<file path="config.mk">
export PLATFORM = sky130hd
export DESIGN_NAME = window_3x3
export DESIGN_NICKNAME = d
export VERILOG_FILES = /design/src/rtl/window_3x3.sv
export SDC_FILE = /design/constraint.sdc
export NUM_CORES = 1
export LEC_CHECK = 0
export BUFFER_PORTS_ARGS = -buffer_cell sky130_fd_sc_hd__buf_2
export CAP_MARGIN = 20
export CORE_MARGIN = 4
export CORE_UTILIZATION = 50
export CTS_CLUSTER_DIAMETER = 80
export DETAILED_ROUTE_END_ITERATION = 10
export GPL_ROUTABILITY_DRIVEN = 0
export GPL_TIMING_DRIVEN = 0
export PLACE_DENSITY = 0.75
export SLEW_MARGIN = 5
export SYNTH_ARGS = -nofsm -noshare
export SYNTH_HDL_FRONTEND = slang
export SYNTH_SLANG_ARGS = --single-unit
export TNS_END_PERCENT = 100
</file>
<file path="constraint.sdc">
create_clock -name clk -period 2.6 [get_ports clk]
set_input_delay 0.26 -clock clk [delete_from_list [all_inputs] [get_ports clk]]
set_output_delay 0.26 -clock clk [all_outputs]
set_load 0.01 [all_outputs]
</file>
<file path="src/rtl/window_3x3.sv">
`default_nettype none
// ============================================================================
//  Module   : window_3x3
//  Purpose  : 3x3 sliding window over a square image delivered as 3-row
//             columns. Optional macro WINDOW_FRAME_DONE_EN adds frame_done_o.
//  Revision : 1.0  initial release
// ============================================================================
module window_3x3 #(
   parameter int DATA_W = 8,
   parameter int SIZE_W = 9
) (
   input  logic                clk,
   input  logic                rst,
   input  logic [SIZE_W-1:0]   IMG_SIZE_I,
   input  logic [DATA_W-1:0]   row0_i,
   input  logic [DATA_W-1:0]   row1_i,
   input  logic [DATA_W-1:0]   row2_i,
   input  logic                valid_i,
   output logic                ready_o,
   output logic [9*DATA_W-1:0] window_o,
   output logic                window_valid_o
`ifdef WINDOW_FRAME_DONE_EN
   ,
   output logic                frame_done_o
`endif
);

   localparam logic [1:0] c_idle = 2'd0;
   localparam logic [1:0] c_run  = 2'd1;
   localparam logic [1:0] c_done = 2'd2;

   localparam logic [SIZE_W-1:0] c_one   = SIZE_W'(1);
   localparam logic [SIZE_W-1:0] c_two   = SIZE_W'(2);
   localparam logic [SIZE_W-1:0] c_three = SIZE_W'(3);

   logic [1:0]          r_state;
   logic [SIZE_W-1:0]   r_size;
   logic [SIZE_W-1:0]   r_col_cnt;
   logic [SIZE_W-1:0]   r_row_cnt;
   // The oldest column (c0) only ever lives in the window register, so only
   // c1 and c2 are kept as separate column registers.
   logic [3*DATA_W-1:0] r_col1;
   logic [3*DATA_W-1:0] r_col2;
   logic [9*DATA_W-1:0] r_window;
   logic                r_window_valid;

   logic                w_beat;
   logic                w_size_ok;
   logic                w_last_col;
   logic                w_last_row;
   logic                w_win_col;
   logic [3*DATA_W-1:0] w_col_in;
   logic [9*DATA_W-1:0] w_window;

   assign ready_o    = (r_state != c_done);
   assign w_beat     = valid_i & ready_o;
   assign w_col_in   = {row2_i, row1_i, row0_i};
   assign w_size_ok  = (IMG_SIZE_I >= c_three);
   assign w_last_col = (r_col_cnt == (r_size - c_one));
   assign w_last_row = (r_row_cnt == (r_size - c_three));
   assign w_win_col  = (r_col_cnt >= c_two);

   // Window as it looks after the current beat's shift: c1, c2, new column.
   for (genvar r = 0; r < 3; r++) begin : g_row
      assign w_window[(3*r+0)*DATA_W +: DATA_W] = r_col1[r*DATA_W +: DATA_W];
      assign w_window[(3*r+1)*DATA_W +: DATA_W] = r_col2[r*DATA_W +: DATA_W];
      assign w_window[(3*r+2)*DATA_W +: DATA_W] = w_col_in[r*DATA_W +: DATA_W];
   end

   always_ff @(posedge clk) begin
      if (rst) begin
         r_state        <= c_idle;
         r_size         <= '0;
         r_col_cnt      <= '0;
         r_row_cnt      <= '0;
         r_col1         <= '0;
         r_col2         <= '0;
         r_window       <= '0;
         r_window_valid <= 1'b0;
      end else begin
         r_window_valid <= 1'b0;
         case (r_state)
            c_idle: begin
               if (w_beat) begin
                  r_size <= IMG_SIZE_I;
                  // Images narrower than 3 cannot form a window: drop the beat.
                  if (w_size_ok) begin
                     r_col1    <= r_col2;
                     r_col2    <= w_col_in;
                     r_col_cnt <= c_one;
                     r_state   <= c_run;
                  end
               end
            end
            c_run: begin
               if (w_beat) begin
                  r_col1 <= r_col2;
                  r_col2 <= w_col_in;
                  if (w_win_col) begin
                     r_window       <= w_window;
                     r_window_valid <= 1'b1;
                  end
                  if (w_last_col) begin
                     r_col_cnt <= '0;
                     if (w_last_row) begin
                        r_row_cnt <= '0;
                        r_state   <= c_done;
                     end else begin
                        r_row_cnt <= r_row_cnt + c_one;
                     end
                  end else begin
                     r_col_cnt <= r_col_cnt + c_one;
                  end
               end
            end
            c_done: begin
               r_state   <= c_idle;
               r_col_cnt <= '0;
               r_row_cnt <= '0;
            end
            default: begin
               r_state <= c_idle;
            end
         endcase
      end
   end

   assign window_o       = r_window;
   assign window_valid_o = r_window_valid;

`ifdef WINDOW_FRAME_DONE_EN
   assign frame_done_o = (r_state == c_done);
`endif

endmodule
`default_nettype wire

</file>
==> metrics <==
status complete, no violations; Synth Cell Area 6222 um2; proportion of synthesized area in mux cells 1.770%; Core Area 12110 um2; Mapped Nets 821; Slew @ Worst Pin 651.9 ps; Final nets approximately 950; vias in the first global route about 5200; Req. time, crit path slightly below 3000 ps; Layout Skew 6.286 ps; startpoint types register; Final Util 63.99%; first-pass GRT wire length 25630 um; I/O pin cnt 110; Synth Warn # 0; Pint around 4.3 mW; Max-Cap Viols 0; Total GRT Usage 22.23%; n_diodes 0; setup TNS 0 ps; Synth Area in Compound Gates between 10% and 20%; most common cell after layout, fill and taps aside nand2_1; largest family of logic cells by synthesized area simple AND/OR/NAND/NOR gates; ys flop type dfxtp_1; final hold violations 0; H-tree levels 4; Crit. End Element register; Leakage between 3 and 4 nW; Mean Syn Cell Area between 8 and 9 um2; clk_lat worst skew 430 ps; num rows 40; Crit Path Max Fanout 9; Cell Pwr Density around 760 nW/um2; final WL roughly 16000 um; IO buf count 108; Tightest Hold Check Type in2reg; Clock transition at path regs ~60 ps; Die Y between 100 and 150 um; switching power approximately 1.6 mW; CTS root buf clkbuf_16; Cell variety after synth between 60 and 70; Post-Synth Adder-Cell Area 1.810%; Clock Sink Count 150; Chip Width 119.6 um; clock power share 41.9%; Post-synth EDFFs 0; P&R area growth vs syn 24.55%; post-synthesis cell count between 700 and 800; sequential-to-total area share from yosys stat 48.26%; Final Max Slew Viols 0; vias per cell 5.261; worst vdd ir 0.5758 mV; Final Cycle Share around 96%; achievable clock frequency 0.4007 GHz; layout cells sized above 1 20.43%; sequential share of power between 40% and 50%; critical path arrival approximately 2800 ps; crit path time final between 2000 and 2500 ps; CTS tree done; Final Setup Violations 0; cts hold-fix bufs 0; Crit Path Category reg2reg; Synth Area in XOR/XNOR ~3.7%; post-route cell area roughly 7700 um2; FFs w/ async S/R, synth 0%; headroom to the max-slew limit 56.54%; largest net degree at the start of global routing 17; grt total ovfl 0; Via Count around 5700; initial antenna violation count 0; Pre-antenna DRT Iters 5; Seq cells post-synth 150; DRC Markers 0; Comb pwr share 15.2%; Sw Share 27.35%; fillers roughly 1100; Routed Antenna Nets 0; drt initial violations between 300 and 400; post-synthesis simple-gate area fraction 23.61%; most frequent cells in the layout nand2_1, dfxtp_1, a21oi_1; largest buffer count on any clock path 2; DP HPWL around 11000 um; TritonCTS buffer count 17; DP Area 6987 um2; Initial Util 51.37%; die area 14290 um2; wire per inst about 15 um
registers in the layout (all words and copies together), names as in the netlist:
signal / count
r_col2: 24
r_state: 2
window_valid_o: 1
window_o: 72
r_col_cnt: 9
r_size: 9
r_row_cnt: 9
r_col1: 24
metal layers:
layer / wire length [um] / up-vias / global-route usage (%)
li1: - / 2871 / -
met1: 6991 / 2664 / 28.04
met2: 7452 / 167 / 35.95
met3: 1141 / 22 / 7.399
met4: 252 / 0 / 7.373
met5: 0 / - / 0
path summary, 6_finish.rpt:
path                            depth (start not counted)  slack, ps                         to                 startpoint
worst max-delay path                                   10        100  r_col_cnt[2]$_SDFFE_PP0P_     r_size[0]$_SDFFE_PP0P_
worst max register to register                         10        100  r_col_cnt[2]$_SDFFE_PP0P_     r_size[0]$_SDFFE_PP0P_
worst min-delay path                                    3         80  window_o[17]$_SDFFE_PP0P_                  row0_i[1]
worst min register to register                          2        450  window_o[14]$_SDFFE_PP0P_  window_o[14]$_SDFFE_PP0P_
cells in the mapped netlist (2+ instances only):
master	count	area share [%]
mux2i_1	11	1.8
a211oi_1	2	0.24
buf_6	2	0.36
nand4_1	2	0.20
nand3_1	16	1.3
a2111oi_4	2	0.88
a21o_1	2	0.24
nor2_1	25	1.5
nand2_1	253	15
nor4_1	3	0.30
and2_1	3	0.30
inv_1	13	0.78
or3_1	2	0.20
xor2_1	15	2.1
a221oi_1	2	0.28
buf_2	4	0.32
nor3b_1	3	0.36
and3_1	5	0.50
o21ai_1	6	0.48
clkbuf_1	45	2.7
o2111ai_1	2	0.28
nor2b_1	4	0.40
dfxtp_1	150	48
o41a_1	6	1.1
a21oi_1	127	10
a31oi_1	5	0.50
ha_1	9	1.8
nor4b_1	3	0.42
nand3b_1	4	0.48
nor3_1	9	0.72
xnor2_1	11	1.5
critical path, cell delays in order, from the launching register on:
cell	delay [ps]
dfxtp_2	330
buf_6	110
buf_4	170
nor2_1	180
a21oi_1	90
nand4b_1	240
a2111oi_4	360
buf_4	200
and3b_2	240
and2_4	160
a221o_1	300
power by group through the flow:
stage | clock (mW) | sequential, mW | combinational, mW
6_report | 2.46 | 2.52 | 0.892
5_1_grt | 2.59 | 2.53 | 0.994
4_1_cts | 2.49 | 2.51 | 0.862
3_5_place_dp | 0 | 2.56 | 0.825
3_3_place_gp | 0 | 2.56 | 0.813
2_1_floorplan | 0 | 2.54 | 0.606
final cells by class:
type	count	area [um2]	share of cell area, %
Buffer	50	237.7	3.067
Clock buffer	21	480.5	6.200
Clock inverter	10	117.6	1.518
Inverter	13	48.80	0.6296
Multi-Input combinational cell	559	3027	39.05
Sequential cell	150	3008	38.81
Tap cell	168	210.2	2.712
Timing Repair Buffer	117	620.6	8.008
cells by family (layout without fill, tap and decap cells):
group | after synthesis | after routing
simple gates | 344 | 344
fa+ha+maj | 9 | 9
mux | 11 | 11
xor+xnor | 26 | 26
flops | 150 | 150
buf+inv | 67 | 211
compound gates | 169 | 169
per-stage QoR:
| stage | setup slack (ps) | hold slack, ps | power (mW) | std cells |
|---|---|---|---|---|
| 2_1_floorplan | 12.26 | 396.0 | 3.144 | 776 |
| 3_3_place_gp | -373.9 | 439.1 | 3.371 | 1052 |
| 3_5_place_dp | -445.3 | 444.6 | 3.387 | 1052 |
| 4_1_cts | 15.70 | 72.00 | 5.865 | 1088 |
| 5_1_grt | -57.70 | 71.85 | 6.113 | 1088 |
| 6_report | 104.6 | 79.58 | 5.873 | 1088 |
timing repair:
item	CTS	global route
setup buffers	8	1
resized for setup	17	20
pin swaps	2	3
endpoints found under the setup margin	132	120
(Power assumes the default switching activity.)
